`src/rtl/serial_add_pkg.sv`:
```
// ============================================================================
// serial_add_pkg : shared types/constants for the digit-serial adder
// Rev 1.0
// ============================================================================
`default_nettype none

package serial_add_pkg;

    localparam int DIGIT_WIDTH = 4;

    typedef enum logic [1:0] {
        IDLE = 2'd0,
        RUN  = 2'd1,
        DONE = 2'd2
    } state_t;

    // Digit counter width; never below one bit.
    function automatic int cnt_width(input int width);
        int n;
        n = width / DIGIT_WIDTH;
        return (n < 2) ? 1 : $clog2(n);
    endfunction

endpackage

`default_nettype wire

```
`src/rtl/carry_skip_adder_4bit.sv`:
```
// ============================================================================
// carry_skip_adder_4bit : 4-bit ripple adder with block carry-skip
// Rev 1.0
// ============================================================================
`default_nettype none

module carry_skip_adder_4bit (
    input  logic [3:0] a,
    input  logic [3:0] b,
    input  logic       carry_in,
    output logic [3:0] sum,
    output logic       carry_out
);

    logic [3:0] w_p;
    logic [3:0] w_g;
    logic       w_c1;
    logic       w_c2;
    logic       w_c3;
    logic       w_c4;

    assign w_p  = a ^ b;
    assign w_g  = a & b;
    assign w_c1 = w_g[0] | (w_p[0] & carry_in);
    assign w_c2 = w_g[1] | (w_p[1] & w_c1);
    assign w_c3 = w_g[2] | (w_p[2] & w_c2);
    assign w_c4 = w_g[3] | (w_p[3] & w_c3);

    assign sum = w_p ^ {w_c3, w_c2, w_c1, carry_in};
    // When every bit propagates, the incoming carry bypasses the ripple chain.
    assign carry_out = (&w_p) ? carry_in : w_c4;

endmodule

`default_nettype wire

```
`src/rtl/serial_add_sequencer.sv`:
```
// ============================================================================
// serial_add_sequencer : multi-precision add/sub over one shared 4-bit adder
// Rev 1.0
// ============================================================================
`default_nettype none

module serial_add_sequencer
    import serial_add_pkg::*;
#(
    parameter int WIDTH = 16
) (
    input  logic             clock,
    input  logic             reset_n,
    input  logic             in_valid,
    output logic             in_ready,
    input  logic [WIDTH-1:0] left,
    input  logic [WIDTH-1:0] right,
    input  logic             carry_in,
    input  logic             subtract,
    output logic             out_valid,
    input  logic             out_ready,
    output logic [WIDTH-1:0] sum,
    output logic             carry_out,
    output logic             overflow
);

    localparam int N     = WIDTH / DIGIT_WIDTH;
    localparam int CNT_W = cnt_width(WIDTH);
    localparam logic [CNT_W-1:0] C_LAST = CNT_W'(N - 1);

    if (((WIDTH % DIGIT_WIDTH) != 0) || (WIDTH < 8)) begin : g_width_check
        $fatal(1, "serial_add_sequencer: WIDTH must be a multiple of 4 and >= 8");
    end

    state_t           r_state;
    state_t           w_next;
    logic [WIDTH-1:0] r_a;
    logic [WIDTH-1:0] r_b;
    logic [WIDTH-1:0] r_sum;
    logic [CNT_W-1:0] r_cnt;
    logic             r_carry;
    logic             r_a_msb;
    logic             r_b_msb;
    logic             r_carry_out;
    logic             r_overflow;
    logic [3:0]       w_digit_sum;
    logic             w_digit_carry;
    logic             w_accept;
    logic             w_last;

    carry_skip_adder_4bit u_adder (
        .a         (r_a[DIGIT_WIDTH-1:0]),
        .b         (r_b[DIGIT_WIDTH-1:0]),
        .carry_in  (r_carry),
        .sum       (w_digit_sum),
        .carry_out (w_digit_carry)
    );

    assign w_accept = (r_state == IDLE) && in_valid;
    assign w_last   = (r_state == RUN) && (r_cnt == C_LAST);

    always_ff @(posedge clock or negedge reset_n) begin
        if (!reset_n) begin
            r_state <= IDLE;
        end else begin
            r_state <= w_next;
        end
    end

    always_comb begin
        w_next = r_state;
        case (r_state)
            IDLE:    if (in_valid)  w_next = RUN;
            RUN:     if (w_last)    w_next = DONE;
            DONE:    if (out_ready) w_next = IDLE;
            default: w_next = IDLE;
        endcase
    end

    // Subtraction is left + ~right + 1: invert B at capture and force carry.
    always_ff @(posedge clock or negedge reset_n) begin
        if (!reset_n) begin
            r_a         <= '0;
            r_b         <= '0;
            r_sum       <= '0;
            r_cnt       <= '0;
            r_carry     <= 1'b0;
            r_a_msb     <= 1'b0;
            r_b_msb     <= 1'b0;
            r_carry_out <= 1'b0;
            r_overflow  <= 1'b0;
        end else if (w_accept) begin
            r_a     <= left;
            r_b     <= subtract ? ~right : right;
            r_carry <= subtract | carry_in;
            r_cnt   <= '0;
            r_a_msb <= left[WIDTH-1];
            r_b_msb <= right[WIDTH-1] ^ subtract;
        end else if (r_state == RUN) begin
            r_a     <= r_a >> DIGIT_WIDTH;
            r_b     <= r_b >> DIGIT_WIDTH;
            r_sum   <= {w_digit_sum, r_sum[WIDTH-1:DIGIT_WIDTH]};
            r_carry <= w_digit_carry;
            r_cnt   <= r_cnt + CNT_W'(1);
            if (w_last) begin
                r_carry_out <= w_digit_carry;
                r_overflow  <= (r_a_msb == r_b_msb) && (w_digit_sum[3] != r_a_msb);
            end
        end
    end

    assign in_ready  = (r_state == IDLE);
    assign out_valid = (r_state == DONE);
    assign sum       = r_sum;
    assign carry_out = r_carry_out;
    assign overflow  = r_overflow;

endmodule

`default_nettype wire

```
`config.mk`:
```
export PLATFORM = sky130hd
export DESIGN_NAME = serial_add_sequencer
export DESIGN_NICKNAME = d
export VERILOG_FILES = /design/src/rtl/serial_add_pkg.sv /design/src/rtl/carry_skip_adder_4bit.sv /design/src/rtl/serial_add_sequencer.sv
export SDC_FILE = /design/constraint.sdc
export NUM_CORES = 1
export LEC_CHECK = 0
export ABC_AREA = 1
export CORE_AREA = 2 2 65 113
export CTS_BUF_LIST = sky130_fd_sc_hd__clkbuf_4 sky130_fd_sc_hd__clkbuf_8 sky130_fd_sc_hd__clkbuf_16
export CTS_CLUSTER_DIAMETER = 40
export DETAILED_ROUTE_END_ITERATION = 8
export DIE_AREA = 0 0 67 115
export PLACE_DENSITY = 0.68
export SETUP_SLACK_MARGIN = 0.02
export SLEW_MARGIN = 10
export SYNTH_ARGS = -nofsm -noshare
export SYNTH_HDL_FRONTEND = slang
export SYNTH_SLANG_ARGS = --single-unit
```
`constraint.sdc`:
```
create_clock -name clock -period 2.7 [get_ports clock]
set_input_delay 0.675 -clock clock [delete_from_list [all_inputs] [get_ports clock]]
set_output_delay 0.675 -clock clock [all_outputs]
set_load 0.05 [all_outputs]
```
==> results_tabular.tex, run 1 <==
\begin{tabular}{lr}
\hline
Metric & Value \\
\hline
\multicolumn{2}{l}{\textbf{Status}} \\
\quad Outcome & finished clean \\
\multicolumn{2}{l}{\textbf{Critical path}} \\
\quad Category of the most critical setup path & reg2out \\
\quad Setup crit end & in\_ready \\
\quad Timing startpoint of the critical path & r\_state[0]\$\_DFFE\_PN0P\_ \\
\quad Data arrival, critical path & 1.76 ns \\
\quad Highest net fanout along the worst path & 5 \\
\quad Worst endpoint required time & 2.03 ns \\
\quad Reg2reg path depth & 11 \\
\quad Worst R2R End & overflow\$\_DFFE\_PN0P\_ \\
\quad Reg-to-reg critical path startpoint & r\_b[0]\$\_DFFE\_PN0P\_ \\
\quad Launching element type of the critical path & register \\
\quad Worst-case register-to-register setup slack & 0.32 ns \\
\quad Crit end category & primary output \\
\multicolumn{2}{l}{\textbf{Timing}} \\
\quad Final Skew & 0.00592 ns \\
\quad Max Clock Freq & 0.410 GHz \\
\quad Final min period & 2.44 ns \\
\quad Slew of the pin with the lowest slew margin & 0.653 ns \\
\quad Sum of negative setup slack & 0 ns \\
\quad Final number of setup-violating endpoints & 0 \\
\quad Relative slew margins & 0.564 \\
\quad Unrepaired setup endpoints after global routing & false \\
\quad Max Transition Viols Final & 0 \\
\quad Part of the cycle the worst path needs & 0.903 \\
\quad Fin. Hold Viols & 0 \\
\multicolumn{2}{l}{\textbf{Logic synthesis}} \\
\quad Avg Synthesized Cell Area & 8.71 sq um \\
\quad Leading cell type by number of instances after synthesis & nand2\_1 \\
\quad Leading area contributor after synthesis & dfrtp\_1 \\
\quad Number of synthesized register bits & 57 \\
\quad FFs w/ async S/R, synth & 1.00 \\
\quad Top FF cell, synth & dfrtp\_1 \\
\quad Summed instance area of the synthesized netlist & 2660 sq um \\
\quad Synth top area share & 0.537 \\
\quad Share of synthesized area occupied by flip-flops and latches & 0.537 \\
\quad Cell types with the highest counts after synthesis & 130 x nand2\_1, 57 x dfrtp\_1, 27 x nand3\_1 \\
\quad Warnings from Yosys & 0 \\
\quad Post-Syn Nets & 352 \\
\quad Post-synthesis instance total & 305 \\
\quad Number of enable flip-flop cells after synthesis & 0 \\
\quad Top cells by area in the synthesized netlist & dfrtp\_1 54\%, nand2\_1 18\%, nand3\_1 5.1\%, xor2\_1 4.3\%, o21ai\_0 4.0\% \\
\quad Count of distinct cell types in the synthesized netlist & 20 \\
\multicolumn{2}{l}{\textbf{Routing}} \\
\quad WL final & 5340 um \\
\quad Total vias in the final route & 2089 \\
\quad Post-route ant nets & 0 \\
\quad Avg Vias per Cell & 4.61 \\
\quad Wire per inst & 11.8 um \\
\quad Post-route DRC violation count & 0 \\
\quad Drt first-iter violations & 61 \\
\quad Number of iterations in the first detailed-routing pass & 4 \\
\multicolumn{2}{l}{\textbf{Run}} \\
\quad Maximum Capacitance Violations & 0 \\
\multicolumn{2}{l}{\textbf{Clock tree}} \\
\quad Post-cts resize count & 0 \\
\quad Number of buffers added to fix hold violations after cts & 0 \\
\quad Cts bufs inserted & 9 \\
\quad Clock sink total & 57 \\
\quad CTS root buf & clkbuf\_16 \\
\quad CTS tree & done \\
\quad Number of buffers added for setup after CTS & 0 \\
\quad H-tree level count & 3 \\
\quad Clock slew seen by the registers of the worst setup and hold paths & 0.05 ns \\
\quad Latest clock arrival within the worst-skew pair & 0.32 ns \\
\quad Largest buffer count on any clock path & 2 \\
\multicolumn{2}{l}{\textbf{Floorplan}} \\
\quad Io pins & 58 \\
\quad Die Wd & 67 um \\
\quad Core area & 6810 sq um \\
\quad Vert. Die Dim & 115 um \\
\quad Die footprint & 7710 sq um \\
\quad Standard-cell rows & 40 \\
\quad Initial core utilization & 0.390 \\
\multicolumn{2}{l}{\textbf{Global route}} \\
\quad Vias in the first global route & 2030 \\
\quad Total congestion overflow after global routing & 0 \\
\quad Global-route met1 utilization & 0.182 \\
\quad Pin count of the biggest net entering global routing & 36 \\
\quad Total global routing track utilization & 0.161 \\
\quad Grt met3 use & 0.0352 \\
\quad Number of antenna violations at the first check in global routing & 0 \\
\quad M2 GR Usage & 0.267 \\
\quad Global-route wire length before repair & 9070 um \\
\quad Busiest layer in global routing & met2 \\
\multicolumn{2}{l}{\textbf{Layout}} \\
\quad Number of filler cells placed in the layout & 660 \\
\quad Final net count & 411 \\
\quad Cell Count, Final, Fillers Out & 453 \\
\quad Layout-stage area growth over the synthesis result & 36.3\% \\
\quad Final Cell Area & 3620 sq um \\
\quad Count of antenna diodes in the layout & 0 \\
\quad Fraction of final layout cells sized beyond drive strength 1 & 0.0705 \\
\multicolumn{2}{l}{\textbf{Placed design}} \\
\quad Last weighted congestion value of the routability-driven placer & 0.746 \\
\quad Number of port buffers & 57 \\
\quad Estimated wirelength of the detail-placed design & 3850 um \\
\quad Number of placed instances, taps included & 437 \\
\quad Cell Area, Placed & 3300 sq um \\
\multicolumn{2}{l}{\textbf{Pwr}} \\
\quad LEAKAGE & 1.74 nW \\
\quad PwrDens & 1240 nW/um\^{}2 \\
\quad Peak supply drop & 0.470 mV \\
\multicolumn{2}{l}{\textbf{Worst hold path}} \\
\quad Hold WC Path Type & in2async \\
\hline
\end{tabular}
-- worst min-delay path by stage --
| stage | startpoint | to | slack, ns | cells past startpoint |
|---|---|---|---|---|
| finish | reset_n | r_b[8]$_DFFE_PN0P_ | 0.38 | 1 |
| global route | reset_n | r_b[4]$_DFFE_PN0P_ | 0.43 | 1 |
| detailed placement | sum[3]$_DFFE_PN0P_ | sum[3]$_DFFE_PN0P_ | 0.46 | 2 |
| CTS | reset_n | r_b[4]$_DFFE_PN0P_ | 0.40 | 1 |
| global placement | r_cnt[1]$_DFFE_PN0P_ | r_cnt[1]$_DFFE_PN0P_ | 0.46 | 2 |
| floorplan | reset_n | carry_out$_DFFE_PN0P_ | 0.38 | 0 |
-- cells in the final DEF (no fill, tap or decap), drive strengths merged --
cell,netlist,routed
clkinv,0,1
o21ai,22,22
nand3,27,27
buf,13,6
inv,22,22
fa,4,4
o211ai,1,1
xor2,13,13
o31ai,1,1
clkdlybuf4s50,0,56
nor2,5,5
ha,5,5
xnor2,3,3
dfrtp,57,57
bufinv,0,1
nand2,131,131
clkbuf,1,14
-- final cells by class --
cell class                 count  area [sq um]  area share
clock buffer                  14           282      0.0777
multi-input combinational    212          1060       0.293
tap                           84           105      0.0290
inverter                      22          82.6      0.0228
sequential                    57          1430       0.394
timing repair buffer          62           628       0.173
clock inverter                 2          35.0     0.00968
-- state kept, by name (all words and copies together) (netlist names), 2 cells and up --
register  count
sum          16
r_cnt         2
r_state       2
r_a          16
r_b          16
-- per-stage QoR --
stage / total power [mW] / utilization / hold WS, ns / setup WS, ns
after CTS: 4.55 / 0.532 / 0.398 / 0.242
after global placement: 3.32 / 0.485 / 0.461 / 0.407
after global routing: 4.83 / 0.532 / 0.429 / 0.144
after detailed placement: 3.36 / 0.485 / 0.465 / 0.312
after floorplan: 2.76 / - / 0.379 / 0.462
final: 4.49 / 0.532 / 0.382 / 0.261
-- layer usage --
metal  vias to the layer above  part of all wire
met5                         -                 0
met3                        10             0.040
li1                       1063                 -
met2                        55              0.52
met4                         0             0.027
met1                       961              0.41
-- cell families (layout without fill, tap and decap cells) --
group,Yosys count,in the layout,synth area share
buffers and inverters,36,100,0.0631
XOR/XNOR,16,16,0.0528
adder cells (fa/ha/maj),9,9,0.0537
AO/OA/AOI/OAI,24,24,0.0485
flip-flops,57,57,0.537
AND/OR/NAND/NOR,163,163,0.245
-- where the power goes --
group          internal, mW  total, mW  switching (mW)  leakage (nW)
clock                 0.806       1.16           0.355         0.160
sequential             1.21       1.44           0.226         0.733
combinational         0.663       1.88            1.22         0.852
-- critical path, stage by stage (launching register included) --
cell and delay [ns]:
dfrtp_1 0.43, nor2_2 0.19, clkdlybuf4s50_1 0.83
Note: power is estimated with default switching activity, not from simulation.
==> run 2, diff against run 1 <==
Settings changed: CTS_BUF_LIST sky130_fd_sc_hd__clkbuf_4 sky130_fd_sc_hd__clkbuf_8 sky130_fd_sc_hd__clkbuf_16 to sky130_fd_sc_hd__clkbuf_4.
==> results_tabular.tex, run 2 (synthesis gave the netlist of run 1 again) <==
\begin{tabular}{lr}
\hline
Metric & Value \\
\hline
\multicolumn{2}{l}{\textbf{Status}} \\
\quad Outcome & finished clean \\
\multicolumn{2}{l}{\textbf{Critical path}} \\
\quad Worst-case register-to-register setup slack & 0.31 ns \\
\quad Slowest library cell on the worst path & clkdlybuf4s50\_1 \\
\quad Worst R2R End & overflow\$\_DFFE\_PN0P\_ \\
\quad Top delay family on crit path & buffers and inverters \\
\quad Reg-to-reg critical path startpoint & r\_b[0]\$\_DFFE\_PN0P\_ \\
\quad Setup crit end & in\_ready \\
\quad Reg2reg path depth & 11 \\
\quad Category of the most critical setup path & reg2out \\
\quad Buffers and inverters on the worst path & 1 \\
\quad Crit end category & primary output \\
\quad Stages on the worst setup path & 2 \\
\quad Launching element type of the critical path & register \\
\quad Highest net fanout along the worst path & 5 \\
\quad Biggest cell delay along the critical path & 0.83 ns \\
\quad Timing startpoint of the critical path & r\_state[0]\$\_DFFE\_PN0P\_ \\
\quad Worst endpoint required time & 2.03 ns \\
\quad Crit-path cells & nor2\_2 -> clkdlybuf4s50\_1 \\
\quad Data arrival, critical path & 1.85 ns \\
\multicolumn{2}{l}{\textbf{Pwr}} \\
\quad Peak supply drop & 0.408 mV \\
\quad Sequential group share of total power & 0.368 \\
\quad PwrDens & 1140 nW/um\^{}2 \\
\quad Share of power burned in combinational logic & 0.483 \\
\quad Internal power & 2.16 mW \\
\quad Clk network pwr share & 0.150 \\
\quad Sw Share & 0.445 \\
\quad Switching power total & 1.74 mW \\
\quad LEAKAGE & 1.66 nW \\
\multicolumn{2}{l}{\textbf{Routing}} \\
\quad Drt first-iter violations & 50 \\
\quad Avg Vias per Cell & 4.58 \\
\quad WL final & 5290 um \\
\quad Wire per inst & 11.7 um \\
\quad Post-route DRC violation count & 0 \\
\quad Number of iterations in the first detailed-routing pass & 4 \\
\quad Total vias in the final route & 2075 \\
\quad Post-route ant nets & 0 \\
\multicolumn{2}{l}{\textbf{Clock tree}} \\
\quad CTS tree & done \\
\quad Largest buffer count on any clock path & 2 \\
\quad Number of buffers added for setup after CTS & 0 \\
\quad Latest clock arrival within the worst-skew pair & 0.38 ns \\
\quad Cts bufs inserted & 9 \\
\quad Post-cts resize count & 0 \\
\quad Number of buffers added to fix hold violations after cts & 0 \\
\quad Clock slew seen by the registers of the worst setup and hold paths & 0.09 ns \\
\quad Clock sink total & 57 \\
\quad H-tree level count & 3 \\
\quad CTS root buf & clkbuf\_4 \\
\multicolumn{2}{l}{\textbf{Worst hold path}} \\
\quad Hold WC Path Type & in2async \\
\multicolumn{2}{l}{\textbf{Layout}} \\
\quad Fraction of final layout cells sized beyond drive strength 1 & 0.0623 \\
\quad Number of filler cells placed in the layout & 676 \\
\quad Leading cell type in the layout, fill and taps excluded & nand2\_1 \\
\quad Commonest cells after routing, fill and taps aside & 130 x nand2\_1, 57 x dfrtp\_1, 56 x clkdlybuf4s50\_1, 27 x nand3\_1 \\
\quad Final net count & 411 \\
\quad Layout-stage area growth over the synthesis result & 29.3\% \\
\quad Cell Count, Final, Fillers Out & 453 \\
\quad Count of antenna diodes in the layout & 0 \\
\multicolumn{2}{l}{\textbf{Global route}} \\
\quad Number of antenna violations at the first check in global routing & 0 \\
\quad Total global routing track utilization & 0.158 \\
\quad Pin count of the biggest net entering global routing & 36 \\
\quad Global-route wire length before repair & 9070 um \\
\quad Total congestion overflow after global routing & 0 \\
\quad Vias in the first global route & 2067 \\
\multicolumn{2}{l}{\textbf{Timing}} \\
\quad Final Skew & 0.00761 ns \\
\quad Slew of the pin with the lowest slew margin & 0.650 ns \\
\quad Relative slew margins & 0.566 \\
\quad Sum of negative setup slack & 0 ns \\
\quad Max Transition Viols Final & 0 \\
\quad Unrepaired setup endpoints after global routing & false \\
\quad Part of the cycle the worst path needs & 0.933 \\
\quad Final number of setup-violating endpoints & 0 \\
\quad Final min period & 2.52 ns \\
\quad Tightest hold margin & 0.309 ns \\
\quad Max Clock Freq & 0.397 GHz \\
\quad Fin. Hold Viols & 0 \\
\multicolumn{2}{l}{\textbf{Floorplan}} \\
\quad Die Wd & 67 um \\
\quad Core area & 6810 sq um \\
\quad Standard-cell rows & 40 \\
\quad Io pins & 58 \\
\quad Vert. Die Dim & 115 um \\
\quad Die footprint & 7710 sq um \\
\quad Initial core utilization & 0.390 \\
\multicolumn{2}{l}{\textbf{Placed design}} \\
\quad Estimated wirelength of the detail-placed design & 3850 um \\
\quad Number of placed instances, taps included & 437 \\
\quad Number of port buffers & 57 \\
\quad Last weighted congestion value of the routability-driven placer & 0.746 \\
\multicolumn{2}{l}{\textbf{Run}} \\
\quad Maximum Capacitance Violations & 0 \\
\hline
\end{tabular}
==> run 2: power groups by stage <==
stage / clock [mW] / sequential (mW) / combinational (mW)
after detailed placement: 0 / 1.45 / 1.91
final: 0.583 / 1.43 / 1.88
after global routing: 0.637 / 1.48 / 2.13
after global placement: 0 / 1.44 / 1.88
after CTS: 0.604 / 1.44 / 1.92
after floorplan: 0 / 1.81 / 0.942
==> run 2: area by class of cell <==
class	instances	area, sq um	area share
sequential	57	1430	0.415
multi-input combinational	212	1060	0.309
timing repair buffer	62	628	0.183
tap	84	105	0.0306
clock buffer	11	82.6	0.0241
inverter	22	82.6	0.0241
clock inverter	5	46.3	0.0135
==> run 2: metrics by stage <==
stage / worst slack, ns / utilization / cell area [sq um] / total power, mW
final: 0.180 / 0.504 / 3430 / 3.90
after global routing: 0.0856 / 0.504 / 3430 / 4.25
after CTS: 0.153 / 0.504 / 3430 / 3.96
after detailed placement: 0.312 / 0.485 / 3300 / 3.36
after global placement: 0.407 / 0.485 / 3300 / 3.32
after floorplan: 0.462 / - / 2660 / 2.76
==> run 2: routing by layer <==
metal | track usage | up-vias | routed length (um)
met5 | 0 | - | 0
met1 | 0.179 | 953 | 2220
met4 | 0.0966 | 0 | 114
met2 | 0.271 | 45 | 2780
met3 | 0.0235 | 9 | 170
li1 | - | 1068 | -
==> run 2: how the worst min path moves through the flow <==
stage	slack, ns	cells after the start	endpoint	from
final	0.31	1	r_b[4]$_DFFE_PN0P_	reset_n
after global routing	0.34	1	r_b[4]$_DFFE_PN0P_	reset_n
after CTS	0.31	1	r_b[4]$_DFFE_PN0P_	reset_n
after detailed placement	0.46	2	sum[3]$_DFFE_PN0P_	sum[3]$_DFFE_PN0P_
after global placement	0.46	2	r_cnt[1]$_DFFE_PN0P_	r_cnt[1]$_DFFE_PN0P_
after floorplan	0.38	0	carry_out$_DFFE_PN0P_	reset_n
